## src/rtl/mii_pkg.sv

```systemverilog
// Shared types and constants for the MII receive deframer: FSM states,
// preamble/SFD nibbles and the CRC-32 parameters.
package mii_pkg;

  typedef enum logic [1:0] {
    ST_IDLE,
    ST_PREAMBLE,
    ST_DATA,
    ST_DROP
  } rx_state_e;

  localparam logic [3:0]  PREAMBLE_NIB = 4'h5;
  localparam logic [3:0]  SFD_NIB      = 4'hD;

  localparam logic [31:0] CRC_POLY     = 32'hEDB88320;
  localparam logic [31:0] CRC_INIT     = 32'hFFFFFFFF;
  localparam logic [31:0] CRC_RESIDUE  = 32'hDEBB20E3;

endpackage

```

## src/rtl/eth_crc32_d8.sv

```systemverilog
// Combinational one-byte step of the reflected Ethernet CRC-32 (LSB first).
module eth_crc32_d8
  import mii_pkg::*;
(
  input  logic [31:0] crc_i,
  input  logic [7:0]  data_i,
  output logic [31:0] crc_o
);

  logic [31:0] crc_v;

  // NOTE: crc_v is fully assigned before any conditional use, so no latch is inferred.
  always_comb begin
    crc_v = crc_i ^ {24'h000000, data_i};
    for (int i = 0; i < 8; i++) begin
      crc_v = crc_v[0] ? ((crc_v >> 1) ^ CRC_POLY) : (crc_v >> 1);
    end
    crc_o = crc_v;
  end

endmodule

```

## src/rtl/mii_rx_deframer.sv

```systemverilog
// MII receive deframer: strips preamble/SFD, assembles nibbles into bytes,
// optionally removes the FCS and flags bad frames on the last output byte.
module mii_rx_deframer
  import mii_pkg::*;
#(
  parameter int STRIP_FCS = 1
) (
  input  logic       mac_mii_rxc,
  input  logic       mac_mii_rxrst,
  input  logic       mac_mii_rxdv,
  input  logic       mac_mii_rxer,
  input  logic [3:0] mac_mii_rxd,
  output logic       o_tvalid,
  output logic [7:0] o_tdata,
  output logic       o_tlast,
  output logic       o_tuser,
  output logic       o_drop
);

  rx_state_e       state_q;
  logic            phase_q;
  logic            err_q;
  logic [31:0]     crc_q;
  logic [31:0]     crc_d;
  logic [3:0]      nib_lo_q;
  logic [3:0][7:0] dl_q;
  logic [3:0]      dl_vld_q;
  logic [7:0]      pend_q;
  logic            pend_vld_q;
  logic            fin_q;
  logic            fin_user_q;

  logic [7:0]      byte_d;
  logic [7:0]      pend_d;
  logic            byte_done;
  logic            pend_shift;

  assign byte_d     = {mac_mii_rxd, nib_lo_q};
  assign byte_done  = (state_q == ST_DATA) && mac_mii_rxdv && phase_q;
  // With FCS stripping a byte reaches pending only after four newer bytes exist.
  assign pend_shift = (STRIP_FCS == 0) || dl_vld_q[3];
  assign pend_d     = (STRIP_FCS != 0) ? dl_q[3] : byte_d;

  eth_crc32_d8 u_crc (
    .crc_i  (crc_q),
    .data_i (byte_d),
    .crc_o  (crc_d)
  );

  // NOTE: byte storage has no reset; the valid flags below guard every use of it.
  always_ff @(posedge mac_mii_rxc) begin
    if ((state_q == ST_DATA) && mac_mii_rxdv && !phase_q) nib_lo_q <= mac_mii_rxd;
    if (byte_done) dl_q <= {dl_q[2:0], byte_d};
    if (byte_done && pend_shift) pend_q <= pend_d;
  end

  // NOTE: non-blocking assignments so every branch sees the pre-edge register values.
  always_ff @(posedge mac_mii_rxc or posedge mac_mii_rxrst) begin
    if (mac_mii_rxrst) begin
      state_q    <= ST_DROP;
      phase_q    <= 1'b0;
      err_q      <= 1'b0;
      crc_q      <= CRC_INIT;
      dl_vld_q   <= '0;
      pend_vld_q <= 1'b0;
      fin_q      <= 1'b0;
      fin_user_q <= 1'b0;
      o_tvalid   <= 1'b0;
      o_tdata    <= 8'h00;
      o_tlast    <= 1'b0;
      o_tuser    <= 1'b0;
      o_drop     <= 1'b0;
    end else begin
      o_tvalid <= 1'b0;
      o_tlast  <= 1'b0;
      o_tuser  <= 1'b0;
      o_drop   <= 1'b0;
      fin_q    <= 1'b0;

      // Last byte goes out one cycle late so o_tvalid never fires back to back.
      if (fin_q) begin
        o_tvalid   <= 1'b1;
        o_tdata    <= pend_q;
        o_tlast    <= 1'b1;
        o_tuser    <= fin_user_q;
        pend_vld_q <= 1'b0;
      end

      case (state_q)
        ST_IDLE: begin
          if (mac_mii_rxdv) begin
            if (mac_mii_rxd == PREAMBLE_NIB) begin
              state_q <= ST_PREAMBLE;
            end else begin
              state_q <= ST_DROP;
              o_drop  <= 1'b1;
            end
          end
        end

        ST_PREAMBLE: begin
          if (!mac_mii_rxdv) begin
            state_q <= ST_IDLE;
            o_drop  <= 1'b1;
          end else if (mac_mii_rxd == SFD_NIB) begin
            state_q    <= ST_DATA;
            phase_q    <= 1'b0;
            err_q      <= 1'b0;
            crc_q      <= CRC_INIT;
            dl_vld_q   <= '0;
            pend_vld_q <= 1'b0;
          end else if (mac_mii_rxd != PREAMBLE_NIB) begin
            state_q <= ST_DROP;
            o_drop  <= 1'b1;
          end
        end

        ST_DATA: begin
          if (!mac_mii_rxdv) begin
            state_q <= ST_IDLE;
            if (pend_vld_q) begin
              fin_q      <= 1'b1;
              fin_user_q <= err_q | phase_q | (crc_q != CRC_RESIDUE);
            end else begin
              o_drop <= 1'b1;
            end
          end else begin
            if (mac_mii_rxer) err_q <= 1'b1;
            phase_q <= ~phase_q;
            if (phase_q) begin
              crc_q <= crc_d;
              if (STRIP_FCS != 0) dl_vld_q <= {dl_vld_q[2:0], 1'b1};
              if (pend_shift) begin
                pend_vld_q <= 1'b1;
                if (pend_vld_q) begin
                  o_tvalid <= 1'b1;
                  o_tdata  <= pend_q;
                end
              end
            end
          end
        end

        ST_DROP: begin
          if (!mac_mii_rxdv) state_q <= ST_IDLE;
        end

        default: state_q <= ST_DROP;
      endcase
    end
  end

endmodule

```

## config.mk

```make
export PLATFORM = sky130hd
export DESIGN_NAME = mii_rx_deframer
export DESIGN_NICKNAME = d
export VERILOG_FILES = /design/src/rtl/mii_pkg.sv /design/src/rtl/eth_crc32_d8.sv /design/src/rtl/mii_rx_deframer.sv
export SDC_FILE = /design/constraint.sdc
export NUM_CORES = 1
export LEC_CHECK = 0
export CAP_MARGIN = 20
export CORE_UTILIZATION = 45
export DETAILED_ROUTE_END_ITERATION = 7
export GPL_TIMING_DRIVEN = 1
export SLEW_MARGIN = 25
export SYNTH_ARGS = -nofsm -noshare
export SYNTH_HDL_FRONTEND = slang
export SYNTH_SLANG_ARGS = --single-unit
```

## constraint.sdc

```tcl
create_clock -name mac_mii_rxc -period 2.6 [get_ports mac_mii_rxc]
set_clock_uncertainty 0.15 [all_clocks]
set_input_delay 0.65 -clock mac_mii_rxc [delete_from_list [all_inputs] [get_ports mac_mii_rxc]]
set_output_delay 0.65 -clock mac_mii_rxc [all_outputs]
set_load 0.01 [all_outputs]
```

### Word level (Yosys, flattened, before mapping)

Cells that the tools add are included.

| word-level totals | value |
|---|---|
| bits in registers | 99 |
| input bits | 8 |
| output and inout port bits | 12 |
| word-level logic and storage cells | 123 |

| operators by class | value |
|---|---|
| equality and inequality tests | 15 |
| multiplexer cells | 63 |
| bitwise logic cells | 13 |
| reduce and logical (&&, ||, !) cells | 13 |

Operators with widths:

| operator | count |
|---|---|
| 32-bit two-way mux | 12 |
| 13-bit NOT with 14-bit output | 8 |
| 32-bit one-hot mux with 2 select lines | 1 |
| 8-bit two-way mux | 6 |
| 32-bit != test (second input constant) | 1 |
| 32-bit by 8-bit XOR with 32-bit output | 1 |
| 1-bit two-way mux | 28 |
| 4-bit two-way mux | 4 |
| 2-bit != test (second input constant) | 7 |
| 2-bit two-way mux | 6 |
| 5-bit AND reduction | 2 |
| 4-bit one-hot mux with 2 select lines | 1 |
| 1-bit one-hot mux with 2 select lines | 3 |
| 2-bit one-hot mux with 3 select lines | 1 |
| 3-bit AND reduction | 2 |
| 2-bit == test (second input constant) | 2 |
| 4-bit by 3-bit == test with 1-bit output (second input constant) | 1 |
| 4-bit == test (second input constant) | 1 |
| 1-bit logical AND | 4 |
| 4-bit by 3-bit != test with 1-bit output (second input constant) | 1 |
| 4-bit != test (second input constant) | 1 |
| 4-bit AND reduction | 1 |
| 1-bit one-hot mux with 3 select lines | 1 |
| 2-bit by 1-bit == test with 1-bit output (second input constant) | 1 |
| other kinds (6) | 8 |

### Depth between registers and ports, before layout

Gate-level depths: netlist of run 1.

| logic depth | value |
|---|---|
| depth after elaboration | 20 |
| mapped depth | 8 |
| depth with buffers taken out | 6 |

### Cells and area by module

From an unflattened synthesis of run 1, not the netlist that was laid out.

| second synthesis, totals | value |
|---|---|
| cells, all modules | 281 |
| area, all modules | 4,687.0 sq um |

By module, submodules not included:

| module | times used | cells each | area an instance (sq um) | seq. area each (sq um) |
|---|---|---|---|---|
| mii_rx_deframer | 1 | 218 | 3,673.5 | 2,740.1 |
| eth_crc32_d8 | 1 | 63 | 1,013.5 | 0.0 |

### Worst setup path before layout of run 1

No wires, ideal clock.

| timing | value |
|---|---|
| kind | in2reg |
| start | input port mac_mii_rxdv |
| end | register o_tdata[0] |
| setup time | 125 ps |
| arrival time | 2,783 ps |
| data required time | 2,325 ps |
| setup slack | -458 ps |
| stages on the path | 5 |
| path buffers | 1 |
| cell sequence | clkbuf_1 and3_1 and2_1 a21oi_2 mux2_2 |

| on the way | value |
|---|---|
| cells in the longest elaborated chain, start to end | 2 |

Ends and longest elaborated chain:

| what | RTL line | RTL |
|---|---|---|
| start: declaration | mii_rx_deframer.sv:10 | `input logic mac_mii_rxdv,` |
| 8-bit two-way mux | mii_rx_deframer.sv:119 | `if (!mac_mii_rxdv) begin` |
| 8-bit two-way mux | mii_rx_deframer.sv:89 | `case (state_q)` |
| end signal: assignment | mii_rx_deframer.sv:83 | `o_tdata <= pend_q;` |
| end signal: assignment | mii_rx_deframer.sv:137 | `o_tdata <= pend_q;` |
| end: declaration | mii_rx_deframer.sv:14 | `output logic [7:0] o_tdata,` |

No other way between the ends.
A chain may end at the register's enable or synchronous reset.

### Final worst setup path of run 1

| timing | value |
|---|---|
| start | input port mac_mii_rxd[3] |
| end | register crc_q[26] |

| on the way | value |
|---|---|
| cells in the longest elaborated chain, start to end | 13 |
| elaborated cells on any way between the ends | 16 |
| classes of those cells | eq/ne (2); mux (11); bitwise (2); reduce/logical (1) |

Ends and longest elaborated chain:

| what | RTL line | RTL |
|---|---|---|
| start: declaration | mii_rx_deframer.sv:12 | `input logic [3:0] mac_mii_rxd,` |
| 32-bit by 8-bit XOR with 32-bit output | eth_crc32_d8.sv:14 | `crc_v = crc_i ^ {24'h000000, data_i};` |
| 32-bit two-way mux | eth_crc32_d8.sv:16 | `crc_v = crc_v[0] ? ((crc_v >> 1) ^ CRC_POLY) : (crc_v >> 1);` |
| 13-bit NOT with 14-bit output (no source line) | -- |  |
| 32-bit two-way mux (7 in series) | eth_crc32_d8.sv:16 |  |
| 32-bit two-way mux | mii_rx_deframer.sv:130 | `if (phase_q) begin` |
| 32-bit two-way mux | mii_rx_deframer.sv:119 |  |
| 32-bit one-hot mux with 2 select lines | mii_rx_deframer.sv:89 |  |
| end signal: assignment | mii_rx_deframer.sv:131 | `crc_q <= crc_d;` |
| end: declaration | mii_rx_deframer.sv:23 | `logic [31:0] crc_q;` |

Parallel ways exist; a longest one is shown, timed or not. The select of a mux whose other input is x is not followed.

==> impl_metrics.yaml, run 1 <==
yosys:
  synth_cell_types: 45
  avgSynthCellArea_um2: 16.2
  synth.yosys.seq_area_share_pct: 59.0
  syn-instance-count: 286
  synth_nets: 300
  ys_ff_latch: 99
  ys.warnings.count: 0
  syn_area_mm2: 0.00464
grt:
  grt-ovfl-total: 0
  grt_first_pass_wirelength_um: 14100
  grt_max_degree: 56
  antenna_found_initial: 0
  grt_pass1_vias: 2536
  track_usage_pct: 17.3
worst_setup_path:
  rr_worst_depth: 4
  arrival_ns: 2.49
  path_class: "in2reg"
  cp_cell_sequence: "clkdlybuf4s50_1 > xnor2_2 > buf_12 > xnor2_4 > xnor3_1 > o22a_1"
  reg2reg_slack_ns: 0.43
  r2r-end: "crc_q[17]$_DFFE_PP1P_"
  cp-start-kind: "input port"
  endpoint_kind: "flip-flop"
  cp_slowest_cell: "clkdlybuf4s50_1"
  critPathMaxFanout: 6
  required_ns: 2.75
  max_stage_delay_ns: 0.58
  r2r-start: "crc_q[1]$_DFFE_PP1P_"
final_layout:
  fillers: 831
  drive_above_1_share_pct: 31.1
  areaGrowthSynthToFinish_pct: 17.4
  ff_latch_area_mm2: 0.00274
  post-route-util_pct: 55.0
  multi_input_area_mm2: 0.00183
  nets: 350
  final_cell_area_mm2: 0.00545
  antenna_cells: 0
sta:
  timing.fmax_ghz: 0.427
  maxSlewHeadroom_pct: 65.7
  final.min_clock_period_ns: 2.34
  finalHoldViolCount: 0
  min_period_over_period_pct: 90.1
  worst_pin_slew_ns: 0.511
  report.final.slew_viol_count: 0
  rsz0062_at_grt: "no"
  finalSetupViolCount: 0
detailed_routing:
  highest_layer: "met4"
  ant_nets: 0
  routedWlPerCell_um: 17.9
  met3WireLength_um: 256
  wirelength_um: 8460
  drc: 0
  wl_met1_um: 4090
  met2_length_um: 3990
  viasPerCell: 5.11
  firstDrtPassIters: 4
  first_iter_violations: 122
  route.vias.total: 2422
clock_network:
  cts_buffers: 9
  cts_hold_buf: 0
  cts.sinks: 99
  clk_latency_ns: 0.37
  post_cts_resize_count: 0
  clockBufferDepth: 2
  clk_pin_slew_worst_paths_ns: 0.10
  cts_htree_levels: 3
  cts_root_buf: "clkbuf_8"
  cts_tree: "built"
  cts_setup_buffers: 0
worst_hold_path:
  hold_path_class: "reg2reg"
  hold_depth: 0
  min_from: "dl_q[16]$_DFFE_PN_"
  min_to: "pend_d[0]$_DFFE_PN_"
floorplan:
  die_w_um: 104
  ioPinCount: 20
  coreArea_mm2: 0.00991
  die_height_um: 104
  num_rows: 36
  dieArea_mm2: 0.0107
  initial_core_util_pct: 46.9
placement:
  placed_cell_area_mm2: 0.00524
  io_buffers: 19
  dp.final_hpwl_um: 5850
  gp_congestion: 0.827
power_and_ir_drop:
  power_per_cell_area_mw_per_mm2: 1070
  p_leak_nw: 2.23
  ir_drop_mv: 0.519
run_status:
  status: "finished, final reports clean"
flow_run:
  drv_cap: 0
## worst max-delay path: cells and delay by family
family	cells	cell delay, ns
AOI/OAI and AO/OA	1	0.16
buffers and inverters	2	0.74
xor gates and xnor gates	3	0.93
## report_power, final
group / total, mW / switching (mW) / internal [mW]
Sequential: 2.13 / 0.196 / 1.94
Clock: 1.02 / 0.628 / 0.394
Combinational: 2.68 / 1.09 / 1.59
## sequential cells by signal (all words and copies together), names as in the netlist, 2 cells and up
name	cells
crc_q	32
pend_q	8
nib_lo_q	4
dl_vld_q	4
pend_d	8
dl_q	24
state_q	2
o_tdata	8
## Yosys cell counts (all sizes together)
master,n,share of area (%)
nor2b,3,0.40
xor3,2,1.0
nor4bb,2,0.43
and4b,1,0.22
inv,9,0.73
clkbuf,2,0.16
nor4,1,0.13
a211o,1,0.19
nor3,1,0.11
nand4,2,0.27
xor2,13,2.6
dfstp,34,19
dfrtp,21,11
ha,6,1.6
nor2,2,0.16
a21boi,1,0.16
or4,1,0.16
nand4b,3,0.57
buf,7,0.92
or4bb,1,0.24
and3,2,0.27
mux2,9,2.2
xnor3,16,7.9
a21o,1,0.16
a2bb2oi,28,5.3
a22o,1,0.19
o22a,4,0.75
xnor2,34,9.6
nor4b,1,0.19
edfxtp,44,28
mux2i,6,1.3
a21oi,6,0.73
a31oi,2,0.27
o21ai,3,0.32
o32a,1,0.22
and2,4,0.54
nand2,10,0.81
o211ai,1,0.16
## layout by cell type (no fill, tap or decap), types with 8 or more instances in the layout
cell type / instances
xor2_1: 12
mux2_2: 9
clkbuf_8: 9
inv_1: 8
nand2_1: 10
buf_4: 24
dfrtp_1: 21
xnor3_1: 13
xnor2_1: 23
edfxtp_1: 44
clkdlybuf4s50_1: 19
a2bb2oi_1: 28
dfstp_2: 34
## worst max path at each step
stage                      startpoint                    end  cells after the start
2_1_floorplan            mac_mii_rxdv   o_tdata[0]$_DFF_PP0_                      5
3_3_place_gp           mac_mii_rxd[3]  crc_q[26]$_DFFE_PP1P_                      6
3_5_place_dp           mac_mii_rxd[3]  crc_q[26]$_DFFE_PP1P_                      6
4_1_cts                mac_mii_rxd[3]  crc_q[26]$_DFFE_PP1P_                      6
5_1_grt        state_q[1]$_DFFE_PP1P_  crc_q[25]$_DFFE_PP1P_                      7
6_report               mac_mii_rxd[3]  crc_q[26]$_DFFE_PP1P_                      6
## metrics by stage
stage | std cells | hold WS [ns] | setup TNS, ns | power [mW] | setup slack [ns]
2_1_floorplan | 286 | 0.250 | 0 | 4.15 | 0.0759
3_3_place_gp | 458 | 0.250 | -0.343 | 4.85 | -0.0995
3_5_place_dp | 458 | 0.257 | -0.564 | 4.87 | -0.116
4_1_cts | 474 | 0.281 | 0 | 5.91 | 0.274
5_1_grt | 474 | 0.287 | 0 | 6.19 | 0.183
6_report | 474 | 0.280 | 0 | 5.84 | 0.258
## layer usage
layer | up-vias | GRT usage [%]
li1 | 1151 | -
met4 | 0 | 4.97
met1 | 1223 | 24.5
met5 | - | 0
met2 | 36 | 27.3
met3 | 12 | 3.40
## logic make-up (layout without fill, tap and decap cells)
family / count (synthesis) / after routing / synth area share [%]
compound gates: 49 / 49 / 8.43
xor+xnor: 65 / 65 / 21.2
fa+ha+maj: 6 / 6 / 1.62
buf+inv: 18 / 73 / 1.80
flops: 99 / 99 / 59.0
mux: 15 / 15 / 3.48
simple gates: 34 / 34 / 4.50
## cell type report
type	count	share of cell area (%)
Inverter	9	0.619
Multi-Input combinational cell	169	33.5
Timing Repair Buffer	48	8.63
Tap cell	133	3.05
Clock inverter	7	1.72
Sequential cell	99	50.2
Clock buffer	9	2.27
No activity file was read; power rests on OpenSTA's default activity.
==> run 2: changes to the inputs <==
--- a/config.mk
+++ b/config.mk
@@ -5,8 +5,10 @@
 export SDC_FILE = /design/constraint.sdc
 export NUM_CORES = 1
 export LEC_CHECK = 0
+export ABC_AREA = 1
 export CAP_MARGIN = 20
-export CORE_UTILIZATION = 45
+export CORE_UTILIZATION = 25
+export CTS_CLUSTER_SIZE = 14
 export DETAILED_ROUTE_END_ITERATION = 7
 export GPL_TIMING_DRIVEN = 1
 export SLEW_MARGIN = 25
==> run 2 against run 1 <==
Critical path type unchanged; final cell count grew 74%; global-route usage down 5.3 points; power grew 16%; count of clock-buffer cells in the layout is the same; non-clock buffer count grew 12; combinational power increased by 16%; clock power rose by 25%; synthesized cell count rose by 84%; first-iteration DRC count is 88% higher; sequential cell count stayed put; sequential power rose by 11%.
==> impl_metrics.yaml, run 2 <==
run_status:
  status: "finished, final reports clean"
yosys:
  synth_most_common_cell: "nand2_1"
  synth_common_cells: "174 x nand2_1, 68 x inv_1, 44 x edfxtp_1, 34 x dfstp_2, 34 x nor2_1"
  async_flop_share_pct: 55.6
  synth_edf_count: 44
  synth_cell_types: 33
  synth_nets: 540
  avgSynthCellArea_um2: 9.15
  syn_area_mm2: 0.00481
  ys_ff_latch: 99
  synth.yosys.seq_area_share_pct: 56.9
  synth.area.top_cells: "edfxtp_1 27%, dfstp_2 19%, nand2_1 14%"
  synth-main-ff-cell: "edfxtp_1"
  ys.warnings.count: 0
  synth.largest_area_cell: "edfxtp_1"
  synth_top_area_share_pct: 27.5
  syn-instance-count: 526
placement:
  place_ws_ns: -0.158
  io_buffers: 19
  gp_congestion: 0.866
  placed_cell_area_mm2: 0.00558
  dp.final_hpwl_um: 8310
sta:
  maxSlewHeadroom_pct: 55.9
  finalSetupViolCount: 0
  hold_slack_ns: 0.264
  timing.fmax_ghz: 0.407
  rsz0062_at_grt: "no"
  report.final.slew_viol_count: 0
  final.min_clock_period_ns: 2.45
  worst_pin_slew_ns: 0.656
  finalHoldViolCount: 0
  min_period_over_period_pct: 94.4
  tns_ns: 0
  layout_setup_ws_ns: 0.146
worst_setup_path:
  required_ns: 2.72
  r2r-start: "state_q[0]$_DFFE_PP1P_"
  cp-start-kind: "input port"
  critPathMaxFanout: 5
  path_class: "in2reg"
  arrival_ns: 2.58
  crit_start: "mac_mii_rxd[0]"
  endpoint_kind: "flip-flop"
worst_hold_path:
  hold_path_class: "reg2reg"
  min_from: "dl_q[2]$_DFFE_PN_"
grt:
  grt_pass1_vias: 3483
  grt_first_pass_wirelength_um: 18100
  track_usage_pct: 12.0
  grt_max_degree: 33
  antenna_found_initial: 0
  grt-ovfl-total: 0
final_layout:
  final_cell_area_mm2: 0.00586
  antenna_cells: 0
  ff_latch_area_mm2: 0.00274
  drive_above_1_share_pct: 18.4
  areaGrowthSynthToFinish_pct: 21.7
  largestRegisters: "crc_q x32, dl_q x24"
  layout_commonest_cell: "nand2_1"
  largest_reg_flops: 32
  nets: 602
  multi_input_area_mm2: 0.00177
  final_cell_mix: "174 x nand2_1, 67 x inv_1, 44 x edfxtp_1, 40 x buf_4, 34 x dfstp_2"
  fillers: 1961
  top_register: "crc_q"
clock_network:
  cts_tree: "built"
  cts_hold_buf: 0
  clockBufferDepth: 2
  cts_htree_levels: 3
  clk_latency_ns: 0.34
  cts.sinks: 99
  post_cts_resize_count: 0
  cts_setup_buffers: 0
  cts_root_buf: "clkbuf_16"
  cts_buffers: 9
  clk_pin_slew_worst_paths_ns: 0.07
floorplan:
  ioPinCount: 20
  die_w_um: 141
  dieArea_mm2: 0.0198
  num_rows: 50
  die_height_um: 141
  coreArea_mm2: 0.0188
  initial_core_util_pct: 25.6
detailed_routing:
  routedWlPerCell_um: 13.4
  wirelength_um: 11100
  ant_nets: 0
  route.vias.total: 3593
  viasPerCell: 4.34
  firstDrtPassIters: 4
  first_iter_violations: 229
  drc: 0
power_and_ir_drop:
  power_per_cell_area_mw_per_mm2: 1150
  p_leak_nw: 2.72
  ir_drop_mv: 0.438
  power_mw: 6.76
flow_run:
  drv_cap: 0
==> run 2: cell count changes after synthesis, moves of 13 or more <==
cell	delta
nor2_1	+32
a21oi_1	+13
xor2_1	+17
xnor2_1	-20
o21ai_0	+14
inv_1	+59
a2bb2oi_1	-28
nand3_1	+26
xnor3_1	-13
nand2_1	+164
==> run 2: metal layers <==
layer  wire (um)  vias to the layer above  track usage, %
li1            -                     1805               -
met3         749                       10            3.16
met2        5040                      102            19.0
met5           0                        -               0
met1        5130                     1676            15.7
met4         170                        0            4.23
==> run 2: power by group <==
group          switching [mW]  internal [mW]
clock                   0.616          0.667
sequential              0.239           2.13
combinational            1.90           1.21
==> run 2: logic make-up (layout without fill, tap and decap cells) <==
family | Yosys count | in the layout | share of synthesized area (%)
adder cells (fa/ha/maj) | 6 | 6 | 1.56
multiplexers | 8 | 8 | 1.87
AND/OR/NAND/NOR | 253 | 253 | 21.5
buffers and inverters | 78 | 145 | 6.34
AO/OA/AOI/OAI | 50 | 50 | 6.01
flip-flops | 99 | 99 | 56.9
XOR/XNOR | 32 | 32 | 5.82
==> run 2: stage by stage <==
stage / util [%] / instances
after floorplan: - / 526
after global placement: 29.7 / 811
after detailed placement: 29.7 / 811
after CTS: 31.2 / 827
after global routing: 31.2 / 827
final: 31.2 / 827
==> run 2: final cells by class <==
| type | count | area share, % |
|---|---|---|
| Clock inverter | 7 | 0.961 |
| Tap cell | 234 | 5.00 |
| Sequential cell | 99 | 46.8 |
| Clock buffer | 9 | 3.84 |
| Timing Repair Buffer | 60 | 8.71 |
| Multi-Input combinational cell | 349 | 30.3 |
| Inverter | 69 | 4.42 |
==> run 2: final timing paths <==
check | end | slack (ns) | cells past startpoint
setup reg to reg | crc_q[26]$_DFFE_PP1P_ | 0.24 | 11
setup / recovery | crc_q[23]$_DFFE_PP1P_ | 0.15 | 13
hold / removal | dl_q[10]$_DFFE_PN_ | 0.26 | 0
hold reg to reg | dl_q[10]$_DFFE_PN_ | 0.26 | 0
max in group asynchronous | crc_q[1]$_DFFE_PP1P_ | 1.23 | 3
min in group asynchronous | err_q$_DFFE_PP0P_ | 0.47 | 2
==> run 2: worst max-delay path, stage by stage <==
cell and delay (ns):
clkdlybuf4s50_1 0.40, buf_4 0.16, xnor2_1 0.48, buf_4 0.22, nand2_1 0.05, nand2_1 0.14
nand2_1 0.09, nand2_1 0.07, nand2_1 0.04, nand2_1 0.10, nand2_1 0.06, nand2_1 0.06
nor2_1 0.04
